--- src/rtl/pipeline_hazard_controller.sv ---
`default_nettype none
// ============================================================================
// Module   : pipeline_hazard_controller
// Brief    : Stall/flush sequencer for a 5-stage pipeline. Resolves load-use
//            hazards, taken branches, fetch wait, data-memory busy and
//            halt/resume into PC / IF-ID / ID-EX control, and keeps
//            saturating stall and flush performance counters.
// Revision : 1.0 - initial release
// ============================================================================
module pipeline_hazard_controller #(
    parameter int REG_ADDR_W        = 5,
    parameter int LOAD_STALL_CYCLES = 1,
    parameter int CNT_W             = 16
) (
    input  logic                  clk,
    input  logic                  rst,
    input  logic [REG_ADDR_W-1:0] idRs1,
    input  logic [REG_ADDR_W-1:0] idRs2,
    input  logic                  idUseRs1,
    input  logic                  idUseRs2,
    input  logic                  idexMemRead,
    input  logic [REG_ADDR_W-1:0] idexRd,
    input  logic                  branchTaken,
    input  logic                  imemReady,
    input  logic                  dmemBusy,
    input  logic                  haltReq,
    input  logic                  resume,
    output logic                  pcWrite,
    output logic                  ifidWrite,
    output logic                  ifidFlush,
    output logic                  idexFlush,
    output logic                  halted,
    output logic [CNT_W-1:0]      stallCount,
    output logic [CNT_W-1:0]      flushCount
);

    // ------------------------------------------------------------------------
    // Constants
    // ------------------------------------------------------------------------
    localparam logic [1:0] c_RUN    = 2'd0;
    localparam logic [1:0] c_STALL  = 2'd1;
    localparam logic [1:0] c_FREEZE = 2'd2;
    localparam logic [1:0] c_HALT   = 2'd3;

    // Action selected for the current cycle; both the next-state and the
    // output processes are keyed on it so their priorities can never diverge.
    localparam logic [2:0] c_ACT_NORMAL    = 3'd0;
    localparam logic [2:0] c_ACT_HALT      = 3'd1;
    localparam logic [2:0] c_ACT_FREEZE    = 3'd2;
    localparam logic [2:0] c_ACT_BRANCH    = 3'd3;
    localparam logic [2:0] c_ACT_LOADUSE   = 3'd4;
    localparam logic [2:0] c_ACT_STALLING  = 3'd5;
    localparam logic [2:0] c_ACT_FETCHWAIT = 3'd6;
    localparam logic [2:0] c_ACT_IDLE      = 3'd7;

    // The first bubble is inserted from RUN, the rest are counted in STALL.
    localparam logic [3:0]       c_STALL_RELOAD = 4'(LOAD_STALL_CYCLES - 1);
    localparam bit               c_MULTI_STALL  = (LOAD_STALL_CYCLES > 1);
    localparam logic [CNT_W-1:0] c_CNT_MAX      = {CNT_W{1'b1}};

    // ------------------------------------------------------------------------
    // State
    // ------------------------------------------------------------------------
    logic [1:0]       state_q, state_d;
    logic [3:0]       cnt_q, cnt_d;
    logic             saved_stall_q, saved_stall_d;   // 1: FREEZE returns to STALL
    logic [CNT_W-1:0] stall_count_q, stall_count_d;
    logic [CNT_W-1:0] flush_count_q, flush_count_d;

    logic             w_load_use;
    logic [1:0]       w_eval_state;
    logic [2:0]       w_action;

    // Load-use: EX holds a load whose nonzero destination feeds a source
    // register actually read by the instruction in ID.
    assign w_load_use = idexMemRead && (idexRd != '0) &&
                        ((idUseRs1 && (idexRd == idRs1)) ||
                         (idUseRs2 && (idexRd == idRs2)));

    // When FREEZE releases, this same cycle is judged by the saved state's
    // rules so that no dead cycle is added after the memory becomes free.
    assign w_eval_state = ((state_q == c_FREEZE) && !dmemBusy)
                        ? (saved_stall_q ? c_STALL : c_RUN)
                        : state_q;

    // Select the single action that applies this cycle, in priority order.
    always_comb begin
        w_action = c_ACT_IDLE;
        case (w_eval_state)
            c_RUN: begin
                if (haltReq)           w_action = c_ACT_HALT;
                else if (dmemBusy)     w_action = c_ACT_FREEZE;
                else if (branchTaken)  w_action = c_ACT_BRANCH;
                else if (w_load_use)   w_action = c_ACT_LOADUSE;
                else if (!imemReady)   w_action = c_ACT_FETCHWAIT;
                else                   w_action = c_ACT_NORMAL;
            end
            c_STALL: begin
                if (haltReq)           w_action = c_ACT_HALT;
                else if (dmemBusy)     w_action = c_ACT_FREEZE;
                else if (branchTaken)  w_action = c_ACT_BRANCH;
                else                   w_action = c_ACT_STALLING;
            end
            default:                   w_action = c_ACT_IDLE;   // FREEZE busy, HALT
        endcase
    end

    // State, bubble counter, saved state and performance counters.
    always_ff @(posedge clk or negedge rst) begin
        if (!rst) begin
            state_q       <= c_RUN;
            cnt_q         <= '0;
            saved_stall_q <= 1'b0;
            stall_count_q <= '0;
            flush_count_q <= '0;
        end else begin
            state_q       <= state_d;
            cnt_q         <= cnt_d;
            saved_stall_q <= saved_stall_d;
            stall_count_q <= stall_count_d;
            flush_count_q <= flush_count_d;
        end
    end

    // Next state, bubble down-counter and the state remembered across FREEZE.
    always_comb begin
        state_d       = state_q;
        cnt_d         = cnt_q;
        saved_stall_d = saved_stall_q;
        case (w_action)
            c_ACT_HALT: begin
                state_d = c_HALT;
            end
            c_ACT_FREEZE: begin
                state_d       = c_FREEZE;
                saved_stall_d = (w_eval_state == c_STALL);
            end
            c_ACT_BRANCH: begin
                state_d = c_RUN;
            end
            c_ACT_LOADUSE: begin
                if (c_MULTI_STALL) begin
                    cnt_d   = c_STALL_RELOAD;
                    state_d = c_STALL;
                end else begin
                    state_d = c_RUN;
                end
            end
            c_ACT_STALLING: begin
                cnt_d   = cnt_q - 4'd1;
                state_d = (cnt_q == 4'd1) ? c_RUN : c_STALL;
            end
            c_ACT_IDLE: begin
                if (state_q == c_HALT) begin
                    state_d = resume ? c_RUN : c_HALT;
                end else begin
                    state_d = c_FREEZE;
                end
            end
            default: begin
                state_d = c_RUN;
            end
        endcase
    end

    // Pipeline controls from the selected action; everything low in reset.
    always_comb begin
        pcWrite   = 1'b0;
        ifidWrite = 1'b0;
        ifidFlush = 1'b0;
        idexFlush = 1'b0;
        halted    = 1'b0;
        if (rst) begin
            halted = (state_q == c_HALT);
            case (w_action)
                c_ACT_NORMAL: begin
                    pcWrite   = 1'b1;
                    ifidWrite = 1'b1;
                end
                c_ACT_BRANCH: begin
                    pcWrite   = 1'b1;
                    ifidWrite = 1'b1;
                    ifidFlush = 1'b1;
                    idexFlush = 1'b1;
                end
                c_ACT_LOADUSE, c_ACT_STALLING: begin
                    idexFlush = 1'b1;
                end
                c_ACT_FETCHWAIT: begin
                    ifidWrite = 1'b1;
                    ifidFlush = 1'b1;
                end
                default: begin
                end
            endcase
        end
    end

    // Saturating stall / flush event counters.
    always_comb begin
        stall_count_d = stall_count_q;
        flush_count_d = flush_count_q;
        if (!pcWrite && (state_q != c_HALT) && (stall_count_q != c_CNT_MAX)) begin
            stall_count_d = stall_count_q + CNT_W'(1);
        end
        if ((w_action == c_ACT_BRANCH) && (flush_count_q != c_CNT_MAX)) begin
            flush_count_d = flush_count_q + CNT_W'(1);
        end
    end

    assign stallCount = stall_count_q;
    assign flushCount = flush_count_q;

endmodule
`default_nettype wire

--- config.mk ---
export PLATFORM = sky130hd
export DESIGN_NAME = pipeline_hazard_controller
export DESIGN_NICKNAME = d
export VERILOG_FILES = /design/src/rtl/pipeline_hazard_controller.sv
export SDC_FILE = /design/constraint.sdc
export NUM_CORES = 1
export LEC_CHECK = 0
export ABC_AREA = 1
export BUFFER_PORTS_ARGS = -buffer_cell sky130_fd_sc_hd__buf_4
export CORE_MARGIN = 5
export CORE_UTILIZATION = 35
export DETAILED_ROUTE_END_ITERATION = 8
export GPL_TIMING_DRIVEN = 0
export PLACE_DENSITY = 0.6
export SYNTH_ARGS = -nofsm -noshare
export SYNTH_HDL_FRONTEND = slang
export SYNTH_SLANG_ARGS = --single-unit
--- constraint.sdc ---
create_clock -name clk -period 2.3 [get_ports clk]
set_input_delay 0.23 -clock clk [delete_from_list [all_inputs] [get_ports clk]]
set_output_delay 0.23 -clock clk [all_outputs]
set_load 0.02 [all_outputs]
Word level (Yosys, flattened, before mapping) --
Index checks and enable logic that the tools add are counted. Widths: inputs -> output; s select.
Operators by class: equality and inequality tests 16, reductions and logical operators 18, add/subtract/negate cells 3, multiplexer cells 24
Operator list (number):
- $add 16x1->16 const B | 2
- $ne 16x16->1 const B | 2
- $mux 3 | 8
- $eq 3x3->1 const B | 4
- $mux 1 | 11
- $eq 5x5->1 | 2
- $logic_and 1x1->1 | 8
- $pmux 2 s4 | 1
- $eq 3x2->1 const B | 2
- $mux 2 | 3
- $pmux 3 s2 | 1
- $reduce_or 3->1 | 2
- $reduce_bool 5->1 | 1
- $eq 2x2->1 const B | 2
- $eq 4x1->1 const B | 1
- $reduce_or 2->1 | 2
- $sub 4x1->4 const B | 1
- $eq 3x1->1 const B | 1
- $logic_not 3->1 | 1
- $eq 2x1->1 const B | 1
- $logic_not 1->1 | 2
- $logic_not 2->1 | 1
- $ne 2x2->1 const B | 1
- $logic_or 1x1->1 | 1
Storage, ports and cells: logic and storage cells 66, output and inout bits 37, flip-flop bits (word level) 39, input port bits 25

Longest topological paths before layout --
Gate-level depths: netlist of run 1.
word-level depth 16, gate-level depth with buffers 19, mapped depth without buffers 18

Worst setup path before layout of run 1 --
No wires, ideal clock.
path type flip-flop to flip-flop, from reg stall_count_q[0] (netlist: stallCount[0]), to reg stall_count_q[2] (netlist: stallCount[2]), stages on the path, launching flop included 10, setup time 0.118 ns, period minus slack after synthesis 2.046 ns, buffers on the path 1, required time 2.182 ns, slack 0.254 ns, arrival time 1.928 ns, path through dfrtp_1 ha_1 nand3_1 nor3_1 nand2_1 nor2_1 nand2_1 clkbuf_1 nand4_1 nand2_1
Between the ends: word-level cells in the longest chain between the ends 2, elaborated cells on any way between the ends 3, those cells by class 1 x add/sub; 1 x eq/ne; 1 x reduce/logical
Ends and longest elaborated chain:
- start, declared | line 67 | logic [CNT_W-1:0] stall_count_q, stall_count_d;
- start signal, assigned | line 120 | stall_count_q <= stall_count_d;
- branches (longest 2 deep; another with $add 16x1->16)
Several ways; the timed one is not identified. A chain may end at the register's enable or synchronous reset.

Final worst setup path of run 1 --
from reg state_q[1], to out pcWrite
Between the ends: word-level cells in the longest chain between the ends 9, elaborated cells on any way between the ends 11, those cells by class 3 x eq/ne; 4 x mux; 4 x reduce/logical
Ends and longest elaborated chain:
- start, declared | line 64 | logic [1:0] state_q, state_d;
- start signal, assigned | line 111 | state_q <= c_RUN;
- start signal, assigned | line 117 | state_q <= state_d;
- $eq 2x2->1 | line 82 | assign w_eval_state = ((state_q == c_FREEZE) && !dmemBusy)
- $logic_and 1x1->1 | line 82
- $mux 2 * | line 83 | ? (saved_stall_q ? c_STALL : c_RUN)
- $eq 2x1->1 or $logic_not 2->1 (tied branches) | line 89 | case (w_eval_state)
- $pmux 3 s2 * | line 89
- $eq 3x2->1 or $logic_not 3->1 (tied branches) | line 175 | case (w_action)
- $reduce_or 2->1 (no line) *
- $mux 1 * | line 175
- $mux 1 * | line 173 | if (rst) begin
- end, declared | line 28 | output logic pcWrite,
Every way passes the cells marked *; elsewhere a longest branch is shown, timed or not.

==> metrics.txt, run 1 <==
part of the Yosys area used for sequential elements 35.8%; master cell of the clock root buffer sky130_fd_sc_hd__clkbuf_8; CTS tree done; combined area of the multi-input logic cells 1560 um^2; overall die area 9640 um^2; Worst Setup Slack, final 0.0515 ns; sequential cell fraction of total power 31.2%; mean post-synth cell area 7.11 um^2; type of the tightest min-delay check in -> reg; cell count after synthesis 383; power per cell area 961 nW/um^2; standard cell with the maximum stage delay on the critical path sky130_fd_sc_hd__dfrtp_2; power share of the clock group 13.0%; starting density of the core 35.6%; number of CTS-inserted buffers 5; Post-Place Cell Area 3310 um^2; total global routing overflow 0; final setup skew 0.00576 ns; combinational share of power 55.8%; Data arrival, critical path 2.02 ns; dominant cell type by area after synthesis sky130_fd_sc_hd__dfrtp_1; count of port buffers added during placement 61; Synth warnings 0; clock-pin slew on the worst setup and hold paths 0.07 ns; antenna violations before repair 0; post-synthesis share of cell area spent on and, or, nand and nor gates 37.9%; Crit path buffers/inverters 4; Post-layout nets 489; worst-case headroom to the max-slew limit 64.8%; number of maximum-capacitance violations 0; run status finished clean; critical path class reg -> out; switching power 1.60 mW; via count of the first global-routing pass 2534; Row Count 32; largest net degree at the start of global routing 40; largest family of logic cells by synthesized area simple AND/OR/NAND/NOR gates; Net Sw Frac 46.9%; post-route DRC violation count 0; placeable core area 7650 um^2; area fraction in compound gates after synthesis 5.79%; number of setup violations in the final report 0; critical path cell sequence nand3_2 > nand2_1 > inv_2 > nand3b_1 > nand2_1 > nand2_1 > a21oi_4 > nand3_2 > nand2_4 > nand2_4 > buf_6 > inv_1 > buf_6; CP max FO 6; transition time at the pin with the least slew margin 0.528 ns; CP peak stage delay 0.45 ns; I/O Pins 62; post-synthesis async set-or-reset flop share 100%; Syn Nets 412; maximum ir drop on the vdd rail 470 uV; aggregate global-route resource usage 14.4%; CTS H-Tree Depth 2; die outline height 98.2 um; number of hold violations in the final report 0; First-pass DRT Iterations 5; number of enable-type register cells in the synthesized netlist 0; arithmetic-cell share of the synthesized area counting full adders, half adders and majority gates 1.84%; x dimension of the die 98.2 um; dominant cell by count in the synthesized netlist sky130_fd_sc_hd__nand2_1; share of layout cells above drive strength 1 25.3%; number of vias per cell 4.69; number of storage elements in the synthesis netlist 39; final standard cell area without fillers 3540 um^2; leading cell types by total area after synthesis sky130_fd_sc_hd__dfrtp_1 36%, sky130_fd_sc_hd__nand2_1 17%, sky130_fd_sc_hd__xor2_1 6.8%, sky130_fd_sc_hd__inv_1 6.5%, sky130_fd_sc_hd__nand4_1 4.6%; average wire per standard cell 12.1 um; via count 2633; pre-CTS setup slack -0.0320 ns; post-layout minimum cycle time 2.25 ns; ant diodes 0; Post-synth top cells 126 x sky130_fd_sc_hd__nand2_1, 47 x sky130_fd_sc_hd__inv_1, 39 x sky130_fd_sc_hd__dfrtp_1; detailed placer's ending HPWL 5.09 mm; kind of cell adding the most delay to the critical path simple AND/OR/NAND/NOR gates; crit share post-route 97.8%; drt initial violations 86; WL final 6.81 mm; xor and xnor fraction of the mapped netlist area 9.01%; startpoint types flip-flop; clock sink count 39; fraction of post-synthesis cell area in the top cell type by area 35.8%; unrepaired setup endpoints after global routing true; post-synth design cell area 2720 um^2; required time of the critical path 2.07 ns; Synth cell types 29; clock latency at the later pin of the worst-skew pair 0.29 ns; cell mode on critical path sky130_fd_sc_hd__nand2_1; Max Clk Rate 445 MHz; Register Area 977 um^2; Syn-to-layout area delta 30.2%; multiplexer share of the synthesized area 0%; number of antenna-violating nets in the routed design 0; Pins Over Slew Limit 0; final RePlAce weighted congestion 0.866; # fillers 811; worst hold slack 0.144 ns; leakage power 1.82 nW; maximum buffer depth of the clock tree 2; Primary FF master, synth sky130_fd_sc_hd__dfrtp_1; nature of the critical path endpoint output port; cell internal pwr 1.81 mW; first-pass GRT wire length 11.6 mm
## repair_timing
action / in CTS / in global routing
hold endpoints to repair: 39 / 0
pin swaps: 0 / 5
hold buffers: 2 / 0
buffers inserted: 1 / 6
gates resized for setup: 4 / 20
endpoints found under the setup margin: 11 / 13
## per-stage QoR
stage,total power [mW],utilization (%),setup TNS [ns],cells
after floorplan,2.24,-,0,383
after global placement,2.78,43.3,-0.432,546
after detailed placement,2.81,43.3,-0.215,546
after CTS,3.29,44.9,-0.00710,555
after global routing,3.73,46.4,-0.237,561
final,3.41,46.4,0,561
## power groups by stage
stage               Combinational [mW]  Clock [mW]  Sequential [mW]
finish                            1.90       0.441             1.06
global route                      2.13       0.493             1.10
CTS                               1.77       0.455             1.06
detailed placement                1.74           0             1.07
global placement                  1.71           0             1.07
floorplan                         1.08           0             1.17
## worst register-to-register path: stages (launching register included)
cell and delay [ns]:
sky130_fd_sc_hd__dfrtp_1 0.47, sky130_fd_sc_hd__ha_1 0.23, sky130_fd_sc_hd__nand3_1 0.18, sky130_fd_sc_hd__nor3_4 0.22
sky130_fd_sc_hd__nand2_1 0.12, sky130_fd_sc_hd__nor2_1 0.10, sky130_fd_sc_hd__nand2_1 0.21, sky130_fd_sc_hd__nand4_4 0.22
sky130_fd_sc_hd__buf_6 0.17, sky130_fd_sc_hd__nand2_1 0.06, sky130_fd_sc_hd__nand2_1 0.06
## layout by cell type, fill, tap and decap left out, drive strengths merged
master | synthesis | layout
o21ai | 18 | 18
clkbuf | 2 | 7
nand4 | 22 | 22
nand2 | 131 | 131
nor4 | 4 | 4
xnor2 | 7 | 7
a21oi | 4 | 4
nand3b | 1 | 1
dfrtp | 39 | 39
dlygate4sd3 | 0 | 1
xor2 | 21 | 21
nand3 | 24 | 24
inv | 56 | 56
o31ai | 2 | 2
nor2 | 31 | 31
o22ai | 1 | 1
ha | 4 | 4
buf | 4 | 74
nor3 | 12 | 12
## area by class of cell
type                            count  area share, %
Multi-Input combinational cell    282           43.9
Inverter                           56           6.00
Tap cell                          102           3.60
Buffer                              6           1.52
Sequential cell                    39           27.6
Timing Repair Buffer               70           15.4
Clock buffer                        6           2.05
## kinds of logic after synthesis
group	after synthesis
buffers and inverters	62
and+or+nand+nor	225
DFF	39
AOI/OAI and AO/OA	25
xor gates and xnor gates	28
adders and majority gates	4
## state kept, by name, summed over array words and instances, names as in the netlist
| name | cells |
|---|---|
| cnt_q | 4 |
| state_q | 2 |
| saved_stall_q | 1 |
| stallCount | 16 |
| flushCount | 16 |
## per-layer routing
metal | global-route usage (%) | share of wire, % | routed length [um] | vias up
met5 | 0 | 0 | 0 | -
met4 | 4.31 | 1.4 | 92 | 0
met3 | 3.00 | 4.2 | 284 | 8
met2 | 24.1 | 49 | 3340 | 41
met1 | 18.7 | 45 | 3090 | 1210
li1 | - | - | - | 1374
## final timing paths
check	start	endpoint	slack, ns	cells after the start
max in group asynchronous	rst	flushCount[9]	1.60	3
max reg2reg	stallCount[0]	stallCount[8]	0.20	10
max	state_q[1]	pcWrite	0.05	13
min in group asynchronous	rst	stallCount[6]	0.49	3
min	resume	state_q[0]	0.14	2
min reg2reg	cnt_q[3]	cnt_q[3]	0.48	1
No activity file was read; power rests on OpenSTA's default activity.
==> run 2, diff against run 1 <==
--- a/config.mk
+++ b/config.mk
@@ -7,11 +7,12 @@
 export LEC_CHECK = 0
 export ABC_AREA = 1
 export BUFFER_PORTS_ARGS = -buffer_cell sky130_fd_sc_hd__buf_4
-export CORE_MARGIN = 5
-export CORE_UTILIZATION = 35
+export CELL_PAD_IN_SITES_DETAIL_PLACEMENT = 1
+export CELL_PAD_IN_SITES_GLOBAL_PLACEMENT = 2
+export CORE_UTILIZATION = 30
 export DETAILED_ROUTE_END_ITERATION = 8
 export GPL_TIMING_DRIVEN = 0
-export PLACE_DENSITY = 0.6
+export PLACE_DENSITY = 0.84
 export SYNTH_ARGS = -nofsm -noshare
 export SYNTH_HDL_FRONTEND = slang
 export SYNTH_SLANG_ARGS = --single-unit
==> metrics.txt, run 2 (synthesized netlist as in run 1, its figures left out) <==
nature of the critical path endpoint output port (unchanged); Pwr Total 3.67 mW (was 3.41 mW); antenna violations before repair 0 (unchanged); crit share post-route 94.6% (was 97.8%); Final TNS setup 0 ns (unchanged); type of the tightest min-delay check in -> reg (unchanged); Post-layout nets 487 (was 489); startpoint types flip-flop (unchanged); number of CTS-inserted buffers 5 (unchanged); number of setup violations in the final report 0 (unchanged); start point of the worst min-delay path resume (unchanged); Post-Place Cell Area 3320 um^2 (was 3310 um^2); maximum ir drop on the vdd rail 536 uV (was 470 uV); placeable core area 8760 um^2 (was 7650 um^2); placed instance count 552 (was 546); first-pass GRT wire length 13.1 mm (was 11.6 mm); starting density of the core 31.1% (was 35.6%); largest net degree at the start of global routing 44 (was 40); run status finished clean (unchanged); clock-pin slew on the worst setup and hold paths 0.08 ns (was 0.07 ns); detailed placer's ending HPWL 5.78 mm (was 5.09 mm); die outline height 97.3 um (was 98.2 um); Row Count 34 (was 32); CTS tree done (unchanged); worst-case headroom to the max-slew limit 66.0% (was 64.8%); aggregate global-route resource usage 16.8% (was 14.4%); post-route DRC violation count 0 (unchanged); power per cell area 1030 nW/um^2 (was 961 nW/um^2); final RePlAce weighted congestion 0.816 (was 0.866); RR Startpoint stallCount[0] (unchanged); final cell utilization of the core 40.7% (was 46.4%); GRT busiest layer met2 (unchanged); met2 track demand over resource 28.9% (was 24.1%); # fillers 1107 (was 811); count of port buffers added during placement 61 (unchanged); number of vias per cell 4.77 (was 4.69); ant diodes 0 (unchanged); Worst Hold End state_q[0] (unchanged); share of layout cells above drive strength 1 25.3% (unchanged); critical register-to-register path endpoint stallCount[4] (was stallCount[8]); transition time at the pin with the least slew margin 0.510 ns (was 0.528 ns); combined area of the multi-input logic cells 1540 um^2 (was 1560 um^2); hold path depth 2 (unchanged); number of maximum-capacitance violations 0 (unchanged); CTS H-Tree Depth 2 (unchanged); I/O Pins 62 (unchanged); pre-CTS setup slack -0.149 ns (was -0.0320 ns); WL final 7.62 mm (was 6.81 mm); setup slack of the most critical reg-to-reg path 0.16 ns (was 0.20 ns); leakage power 1.83 nW (was 1.82 nW); required time of the critical path 2.07 ns (about the same); x dimension of the die 97.3 um (was 98.2 um); maximum buffer depth of the clock tree 2 (unchanged); Pins Over Slew Limit 0 (unchanged); master cell of the clock root buffer sky130_fd_sc_hd__clkbuf_8 (unchanged); number of standard cells in the layout, taps in and fillers out 567 (was 561); via count 2706 (was 2633); First-pass DRT Iterations 4 (was 5); final setup skew 0.0146 ns (was 0.00576 ns); CP max FO 9 (was 6); met3 GRT Util 2.66% (was 3.00%); number of cells traversed by the worst register-to-register path 10 (unchanged); Data arrival, critical path 1.95 ns (was 2.02 ns); met1 GRT Util 22.0% (was 18.7%); clock sink count 39 (unchanged); number of hold violations in the final report 0 (unchanged); Syn-to-layout area delta 31.0% (was 30.2%); commonest cells after routing, fill and taps aside 122 x sky130_fd_sc_hd__nand2_1, 67 x sky130_fd_sc_hd__buf_4, 46 x sky130_fd_sc_hd__inv_1, 39 x sky130_fd_sc_hd__dfrtp_1, 30 x sky130_fd_sc_hd__nor2_1 (was 122 x sky130_fd_sc_hd__nand2_1, 67 x sky130_fd_sc_hd__buf_4, 46 x sky130_fd_sc_hd__inv_1, 38 x sky130_fd_sc_hd__dfrtp_1, 30 x sky130_fd_sc_hd__nor2_1); Register Area 976 um^2 (was 977 um^2); overall die area 9460 um^2 (was 9640 um^2); clock latency at the later pin of the worst-skew pair 0.30 ns (was 0.29 ns); worst hold slack 0.157 ns (was 0.144 ns); drt initial violations 44 (was 86); Max Clk Rate 460 MHz (was 445 MHz); Worst Setup Slack, final 0.124 ns (was 0.0515 ns); average wire per standard cell 13.4 um (was 12.1 um); commonest non-fill, non-tap cell in the layout sky130_fd_sc_hd__nand2_1 (unchanged); critical path class reg -> out (unchanged); via count of the first global-routing pass 2758 (was 2534); total global routing overflow 0 (unchanged); number of antenna-violating nets in the routed design 0 (unchanged); final standard cell area without fillers 3570 um^2 (was 3540 um^2); post-layout minimum cycle time 2.18 ns (was 2.25 ns); unrepaired setup endpoints after global routing true (unchanged)
## run 2: how the worst max path moves through the flow
stage / slack, ns / end / from
after CTS: 0.01 / pcWrite / state_q[1]
final: 0.12 / pcWrite / state_q[1]
after floorplan: 0.25 / stallCount[2] / stallCount[0]
after global placement: -0.17 / stallCount[8] / stallCount[0]
after detailed placement: -0.15 / stallCount[7] / stallCount[0]
after global routing: -0.06 / idexFlush / state_q[1]
## run 2: where the power goes
part | total [mW] | internal, mW | switching [mW]
combinational | 1.93 | 0.724 | 1.20
sequential | 1.05 | 0.864 | 0.187
clock | 0.694 | 0.434 | 0.260
## run 2: final cells by class
type / instances / share of cell area, %
multi-input cells: 282 / 43.3
plain buffers: 5 / 1.19
well taps: 108 / 3.79
inverters: 56 / 5.96
flip-flops and latches: 39 / 27.4
repair buffers: 69 / 14.7
clock buffers: 6 / 2.04
clock inverters: 2 / 1.68
## run 2: critical path, cell delays in order (launching register included)
cell,delay [ns]
sky130_fd_sc_hd__dfrtp_1,0.42
sky130_fd_sc_hd__buf_4,0.15
sky130_fd_sc_hd__buf_4,0.14
sky130_fd_sc_hd__a21oi_4,0.17
sky130_fd_sc_hd__nand2_1,0.07
sky130_fd_sc_hd__nand2_1,0.09
sky130_fd_sc_hd__inv_2,0.06
sky130_fd_sc_hd__nand2_4,0.10
sky130_fd_sc_hd__nand2_2,0.08
sky130_fd_sc_hd__nand2_2,0.09
sky130_fd_sc_hd__nand2_4,0.09
sky130_fd_sc_hd__inv_2,0.07
sky130_fd_sc_hd__buf_4,0.13
## run 2: repair_timing
action | CTS | global route
endpoints found under the setup margin | 11 | 14
setup buffers | 4 | 3
hold buffers | 1 | 0
pin swaps | 2 | 3
gates resized for setup | 7 | 13
hold endpoints to repair | 39 | 0
## run 2: routing by layer
metal	vias to the layer above	share of wire, %
li1	1370	-
met1	1292	47
met2	38	49
met3	6	3.1
met4	0	0.96
met5	-	0
